`config.mk`:
```
export PLATFORM = sky130hd
export DESIGN_NAME = vend_dispense_ctrl_flat
export DESIGN_NICKNAME = d
export VERILOG_FILES = /design/src/rtl/vend_dispense_ctrl_if.sv /design/src/rtl/vend_dispense_ctrl.sv /design/src/flat_wrapper.sv
export SDC_FILE = /design/constraint.sdc
export NUM_CORES = 1
export LEC_CHECK = 0
export CORE_MARGIN = 2
export CORE_UTILIZATION = 25
export CTS_CLUSTER_DIAMETER = 30
export DETAILED_ROUTE_END_ITERATION = 7
export HOLD_SLACK_MARGIN = 0.03
export SLEW_MARGIN = 5
export SYNTH_ARGS = -nofsm -noshare
export SYNTH_HDL_FRONTEND = slang
export SYNTH_SLANG_ARGS = --single-unit
```
`constraint.sdc`:
```
create_clock -name clk -period 2.2 [get_ports clk]
set_clock_uncertainty 0.1 [all_clocks]
set_input_delay 0.66 -clock clk [delete_from_list [all_inputs] [get_ports clk]]
set_output_delay 0.66 -clock clk [all_outputs]
set_load 0.01 [all_outputs]
```
`src/rtl/vend_dispense_ctrl_if.sv`:
```
// Request/actuator/status bundle between the coin FSM, the dispense controller and the front panel.
// The master drives requests, sensor and refill inputs; the slave is the dispense controller.
interface vend_dispense_ctrl_if #(
  parameter int STOCK_W = 4
);
  logic               product_release;
  logic               change_return;
  logic               drop_sense;
  logic               fault_clr;
  logic               load_stock;
  logic [STOCK_W-1:0] stock_load_val;
  logic               motor_on;
  logic               hopper_on;
  logic               busy;
  logic               sold_out;
  logic               fault;
  logic [STOCK_W-1:0] stock_cnt;

  modport master (
    output product_release, change_return, drop_sense, fault_clr, load_stock, stock_load_val,
    input  motor_on, hopper_on, busy, sold_out, fault, stock_cnt
  );

  modport slave (
    input  product_release, change_return, drop_sense, fault_clr, load_stock, stock_load_val,
    output motor_on, hopper_on, busy, sold_out, fault, stock_cnt
  );
endinterface

```
`src/rtl/vend_dispense_ctrl.sv`:
```
// Dispense actuator controller: queues product/change requests, runs the motor until the drop
// sensor fires, pulses the change hopper for a fixed time, tracks stock and reports faults.
module vend_dispense_ctrl #(
  parameter int MOTOR_MAX     = 50,
  parameter int HOPPER_CYCLES = 8,
  parameter int STOCK_W       = 4,
  parameter int STOCK_INIT    = 10
) (
  input  logic                clk,
  input  logic                rstn,
  vend_dispense_ctrl_if.slave bus
);

  localparam logic [1:0] IDLE   = 2'd0;
  localparam logic [1:0] VEND   = 2'd1;
  localparam logic [1:0] CHANGE = 2'd2;
  localparam logic [1:0] FAULT  = 2'd3;

  localparam int TMAX = (MOTOR_MAX > HOPPER_CYCLES) ? MOTOR_MAX : HOPPER_CYCLES;
  localparam int TW   = (TMAX > 1) ? $clog2(TMAX) : 1;
  localparam logic [TW-1:0] MOTOR_LAST  = TW'(MOTOR_MAX - 1);
  localparam logic [TW-1:0] HOPPER_LAST = TW'(HOPPER_CYCLES - 1);

  logic [1:0]         state_q, state_d;
  logic [TW-1:0]      timer_q, timer_d;
  logic [STOCK_W-1:0] stock_q, stock_d;
  logic               prod_pend_q, prod_pend_d;
  logic               chg_pend_q, chg_pend_d;
  logic               motor_q, hopper_q, fault_q;
  logic               prod_clr, chg_clr, overrun;

  always_comb begin
    // NOTE: every variable gets a default first so no path leaves it unassigned (no latches).
    state_d  = state_q;
    timer_d  = timer_q;
    stock_d  = stock_q;
    prod_clr = 1'b0;
    chg_clr  = 1'b0;

    case (state_q)
      IDLE: begin
        if (prod_pend_q) begin
          prod_clr = 1'b1;
          if (stock_q != '0) begin
            state_d = VEND;
            timer_d = '0;
          end else begin
            state_d = FAULT;
          end
        end else if (chg_pend_q) begin
          chg_clr = 1'b1;
          state_d = CHANGE;
          timer_d = '0;
        end else if (bus.load_stock) begin
          stock_d = bus.stock_load_val;
        end
      end
      VEND: begin
        timer_d = timer_q + 1'b1;
        if (bus.drop_sense) begin
          if (stock_q != '0) stock_d = stock_q - 1'b1;
          if (chg_pend_q) begin
            chg_clr = 1'b1;
            state_d = CHANGE;
            timer_d = '0;
          end else begin
            state_d = IDLE;
          end
        end else if (timer_q == MOTOR_LAST) begin
          state_d = FAULT;
        end
      end
      CHANGE: begin
        timer_d = timer_q + 1'b1;
        if (timer_q == HOPPER_LAST) state_d = IDLE;
      end
      default: begin
        if (bus.fault_clr) begin
          prod_clr = 1'b1;
          chg_clr  = 1'b1;
          state_d  = IDLE;
        end
      end
    endcase

    // A pulse on a flag that is set and not being consumed this edge is a lost request.
    overrun = (state_q != FAULT) &&
              ((bus.product_release && prod_pend_q && !prod_clr) ||
               (bus.change_return   && chg_pend_q  && !chg_clr));
    if (overrun) state_d = FAULT;

    prod_pend_d = bus.product_release | (prod_pend_q & ~prod_clr);
    chg_pend_d  = bus.change_return   | (chg_pend_q  & ~chg_clr);
  end

  always_ff @(posedge clk or negedge rstn) begin
    if (!rstn) begin
      state_q     <= IDLE;
      timer_q     <= '0;
      stock_q     <= STOCK_W'(STOCK_INIT);
      prod_pend_q <= 1'b0;
      chg_pend_q  <= 1'b0;
      motor_q     <= 1'b0;
      hopper_q    <= 1'b0;
      fault_q     <= 1'b0;
    end else begin
      // NOTE: non-blocking assignments so every register samples pre-edge values.
      state_q     <= state_d;
      timer_q     <= timer_d;
      stock_q     <= stock_d;
      prod_pend_q <= prod_pend_d;
      chg_pend_q  <= chg_pend_d;
      motor_q     <= (state_q == VEND);
      hopper_q    <= (state_q == CHANGE);
      fault_q     <= (state_q == FAULT);
    end
  end

  assign bus.motor_on  = motor_q;
  assign bus.hopper_on = hopper_q;
  assign bus.fault     = fault_q;
  assign bus.stock_cnt = stock_q;
  assign bus.sold_out  = (stock_q == '0);
  assign bus.busy      = (state_q != IDLE) | prod_pend_q | chg_pend_q;

endmodule

```
`src/flat_wrapper.sv`:
```
// flat-port wrapper written by rule: the top's interface ports become plain ports
module vend_dispense_ctrl_flat 
#(
  parameter int MOTOR_MAX     = 50,
  parameter int HOPPER_CYCLES = 8,
  parameter int STOCK_W       = 4,
  parameter int STOCK_INIT    = 10
)
  (clk, rstn, bus_product_release, bus_change_return, bus_drop_sense, bus_fault_clr, bus_load_stock, bus_stock_load_val, bus_motor_on, bus_hopper_on, bus_busy, bus_sold_out, bus_fault, bus_stock_cnt);
  vend_dispense_ctrl_if #(.STOCK_W(STOCK_W)) bus_i ();
  input  logic clk;
  input  logic rstn;
  input wire logic [$bits(bus_i.product_release)-1:0] bus_product_release;
  input wire logic [$bits(bus_i.change_return)-1:0] bus_change_return;
  input wire logic [$bits(bus_i.drop_sense)-1:0] bus_drop_sense;
  input wire logic [$bits(bus_i.fault_clr)-1:0] bus_fault_clr;
  input wire logic [$bits(bus_i.load_stock)-1:0] bus_load_stock;
  input wire logic [$bits(bus_i.stock_load_val)-1:0] bus_stock_load_val;
  output wire logic [$bits(bus_i.motor_on)-1:0] bus_motor_on;
  output wire logic [$bits(bus_i.hopper_on)-1:0] bus_hopper_on;
  output wire logic [$bits(bus_i.busy)-1:0] bus_busy;
  output wire logic [$bits(bus_i.sold_out)-1:0] bus_sold_out;
  output wire logic [$bits(bus_i.fault)-1:0] bus_fault;
  output wire logic [$bits(bus_i.stock_cnt)-1:0] bus_stock_cnt;
  assign bus_i.product_release = bus_product_release;
  assign bus_i.change_return = bus_change_return;
  assign bus_i.drop_sense = bus_drop_sense;
  assign bus_i.fault_clr = bus_fault_clr;
  assign bus_i.load_stock = bus_load_stock;
  assign bus_i.stock_load_val = bus_stock_load_val;
  assign bus_motor_on = bus_i.motor_on;
  assign bus_hopper_on = bus_i.hopper_on;
  assign bus_busy = bus_i.busy;
  assign bus_sold_out = bus_i.sold_out;
  assign bus_fault = bus_i.fault;
  assign bus_stock_cnt = bus_i.stock_cnt;
  vend_dispense_ctrl #(.MOTOR_MAX(MOTOR_MAX), .HOPPER_CYCLES(HOPPER_CYCLES), .STOCK_W(STOCK_W), .STOCK_INIT(STOCK_INIT)) u_core (.clk(clk), .rstn(rstn), .bus(bus_i));
endmodule
```
==> out/metrics.csv <==
stage,metric,value,unit
drt,drt_iter0_drc,26,
logic_synthesis,postSynthAreaPerCell,9.849,µm²
setup_path,crit_path_end_kind,primary output,
logic_synthesis,seq_area_frac_synth,37.13,%
min_path,hold_class,reg -> reg,
logic_synthesis,synth-async-reset-ratio,100.0,%
logic_synthesis,yosys_warnings,0,
placed_design,io_buffers,19,
setup_path,crit_chain,inv_1 -> ha_2 -> nor3b_4 -> inv_1 -> clkdlybuf4s15_1,
placed_design,numPlacedInstances,203,
setup_path,cp.arrival,1380,ps
setup_path,crit_path_top_delay_cell,dfrtp_1,
placed_design,dpl.hpwl,2.214,mm
global_route,antenna_found_initial,0,
setup_path,critical_path_class,reg -> out,
sta,hold_violations,0,
placed_design,globalplace.congestion,0.8487,
clocking,htree_num_levels,1,
global_route,grt_usage,11.96,%
die,io_pins,20,
pwr,power_per_cell_area,1341,nW/µm²
drt,avgRoutedWirePerCell,13.64,µm
drt,drt_pass1_iterations,4,
drt,viasPerCell,4.895,
drt,postRouteWirelength,2.851,mm
finish,fillers,451,
clocking,cts.sinks,17,
drt,drcViolationCount,0,
sta,setup_viol,0,
pwr,leakagePower,0.7234,nW
clocking,clk_root_buffer_cell,clkbuf_8,
logic_synthesis,synth_edf_count,0,
setup_path,crit_top_cell,inv_1,
setup_path,cp.required,1440,ps
die,die_y,71.89,µm
sta,setup_tns,0,ps
setup_path,cpPeakStageDelay,380,ps
setup_path,critPathTopFamily,flip-flops,
die,die_area,5168,µm²
finish,final_common_cell,buf_4,
sta,maxSlewHeadroom,73.92,%
die,core_region_area,4384,µm²
logic_synthesis,syn-cell-area,1152,µm²
logic_synthesis,netlist-cell-type-count,45,
sta,post-route-period-util,97.10,%
sta,report.final.slew_viol_count,0,
sta,period_minus_slack,2136,ps
global_route,grt_pass1_vias,1043,
sta,max_freq,468.1,MHz
logic_synthesis,synth_fp_nets,136,
die,start_util,26.28,%
finish,layout_common_cells,"19 x buf_4, 17 x clkdlybuf4s50_1, 15 x dfrtp_1, 8 x inv_1",
global_route,grt_pass1_wl,4.947,mm
logic_synthesis,synth.ff_latch_count,17,
finish,finalNetCount,177,
die,dieWidth,71.89,µm
finish,diodes,0,
clocking,numCtsBuffers,3,
pwr,irDropWorstVdd,504.8,µV
clocking,cts_max_path_buffers,2,
drt,via_count,1023,
setup_path,worst-path-buf-inv,3,
drt,detail-route-antenna-nets,0,
global_route,grt-ovfl-total,0,
sta,worst_slew_pin_slew,390.0,ps
die,rows,24,
clocking,cts_tree,built,
setup_path,cp_max_fo,2,
clocking,path_clk_slew,70,ps
global_route,grt_max_degree,18,
setup_path,worstSetupStartpointType,flip-flop,
sta,whs,430.1,ps
logic_synthesis,netlist_instances,117,
clocking,hold_buffers,0,
clocking,clock_latency,260,ps
finish,area_growth_syn_to_layout,39.31,%
job,cap_violations,0,
status,status,"complete, no violations",
finish,drive_gt1_share,22.93,%
logic_synthesis,ys.flop_type,dfrtp_1,
finish,stdcell_count,209,
==> per-stage QoR <==
step	utilization (%)	power [mW]	instance area (µm²)	setup slack, ps
finish	36.62	2.153	1605	63.84
global route	36.62	2.332	1605	-8.237
CTS	35.79	2.116	1569	1.916
detailed placement	34.79	1.862	1525	-20.72
global placement	34.79	1.815	1525	30.29
floorplan	-	1.309	1152	249.9
==> state kept, by name (all words and copies together), names as in the netlist <==
signal / flops
u_core.chg_pend_q: 1
u_core.bus.fault: 1
u_core.timer_q: 6
u_core.bus.motor_on: 1
u_core.prod_pend_q: 1
u_core.bus.hopper_on: 1
u_core.bus.stock_cnt: 4
u_core.state_q: 2
==> metal layers <==
metal | GRT usage [%] | share of wire [%]
met1 | 15.89 | 49
met2 | 19.96 | 47
met3 | 2.361 | 2.7
met4 | 3.145 | 1.1
met5 | 0 | 0
==> cell families (layout without fill, tap and decap cells) <==
| family | Yosys count | in the layout | share of synthesized area (%) |
|---|---|---|---|
| AND/OR/NAND/NOR | 40 | 40 | 21.07 |
| AO/OA/AOI/OAI | 36 | 36 | 24.97 |
| flip-flops | 17 | 17 | 37.13 |
| buffers and inverters | 11 | 51 | 3.800 |
| adder cells (fa/ha/maj) | 8 | 8 | 8.687 |
| multiplexers | 5 | 5 | 4.343 |
==> worst paths after layout <==
path | start | depth (start not counted) | end | slack, ps
max | u_core.state_q[0]$_DFFE_PN0P_ | 5 | bus_busy | 60
max in group asynchronous | rstn | 2 | u_core.bus.stock_cnt[3]$_DFFE_PN1P_ | 1120
min reg2reg | u_core.bus.stock_cnt[1]$_DFFE_PN1P_ | 2 | u_core.bus.stock_cnt[1]$_DFFE_PN1P_ | 430
min in group asynchronous | rstn | 2 | u_core.bus.stock_cnt[2]$_DFFE_PN0P_ | 620
min | u_core.bus.stock_cnt[1]$_DFFE_PN1P_ | 2 | u_core.bus.stock_cnt[1]$_DFFE_PN1P_ | 430
max reg2reg | u_core.bus.stock_cnt[1]$_DFFE_PN1P_ | 7 | u_core.timer_q[4]$_DFFE_PN0P_ | 90
==> power by group <==
part           leakage (nW)  total, mW  internal, mW  switching [mW]
Clock                0.0228      0.243         0.129           0.114
Combinational         0.492       1.39         0.700           0.688
Sequential            0.209      0.522         0.440          0.0820
Total                 0.723       2.15          1.27           0.884
==> layout make-up <==
type / instances / area, µm² / share of cell area (%)
tap: 52 / 65.06 / 4.053
clock buffer: 4 / 45.04 / 2.806
timing repair buffer: 38 / 327.8 / 20.42
inverter: 9 / 33.78 / 2.104
multi-input combinational: 89 / 705.7 / 43.96
sequential: 17 / 427.9 / 26.66
==> cell usage after synthesis (2+ instances only) <==
| cell | instances | area share [%] |
|---|---|---|
| inv_1 | 9 | 2.9 |
| o21ai_1 | 5 | 2.2 |
| nor3_1 | 5 | 2.2 |
| dfrtp_1 | 15 | 33 |
| nand2_1 | 7 | 2.3 |
| nand3_1 | 3 | 1.3 |
| a31o_1 | 3 | 2.3 |
| mux2i_1 | 5 | 4.3 |
| nor2_1 | 5 | 1.6 |
| a211oi_1 | 2 | 1.3 |
| dfstp_2 | 2 | 4.6 |
| and2_1 | 3 | 1.6 |
| nor2b_1 | 3 | 1.6 |
| ha_1 | 8 | 8.7 |
| nand2b_1 | 4 | 2.2 |
| a22o_1 | 3 | 2.3 |
| a21o_1 | 2 | 1.3 |
| buf_2 | 2 | 0.87 |
| a21oi_1 | 5 | 2.2 |
==> timing repair <==
item,4_1_cts,5_1_grt
pin swaps,0,0
endpoints found under the setup margin,2,4
resized for setup,6,5
buffers inserted,0,2
==> tightest hold or removal path, stage by stage (launching register included) <==
cell and delay [ps]:
dfstp_2 380, inv_1 70, mux2i_1 70
(Power assumes the default switching activity.)
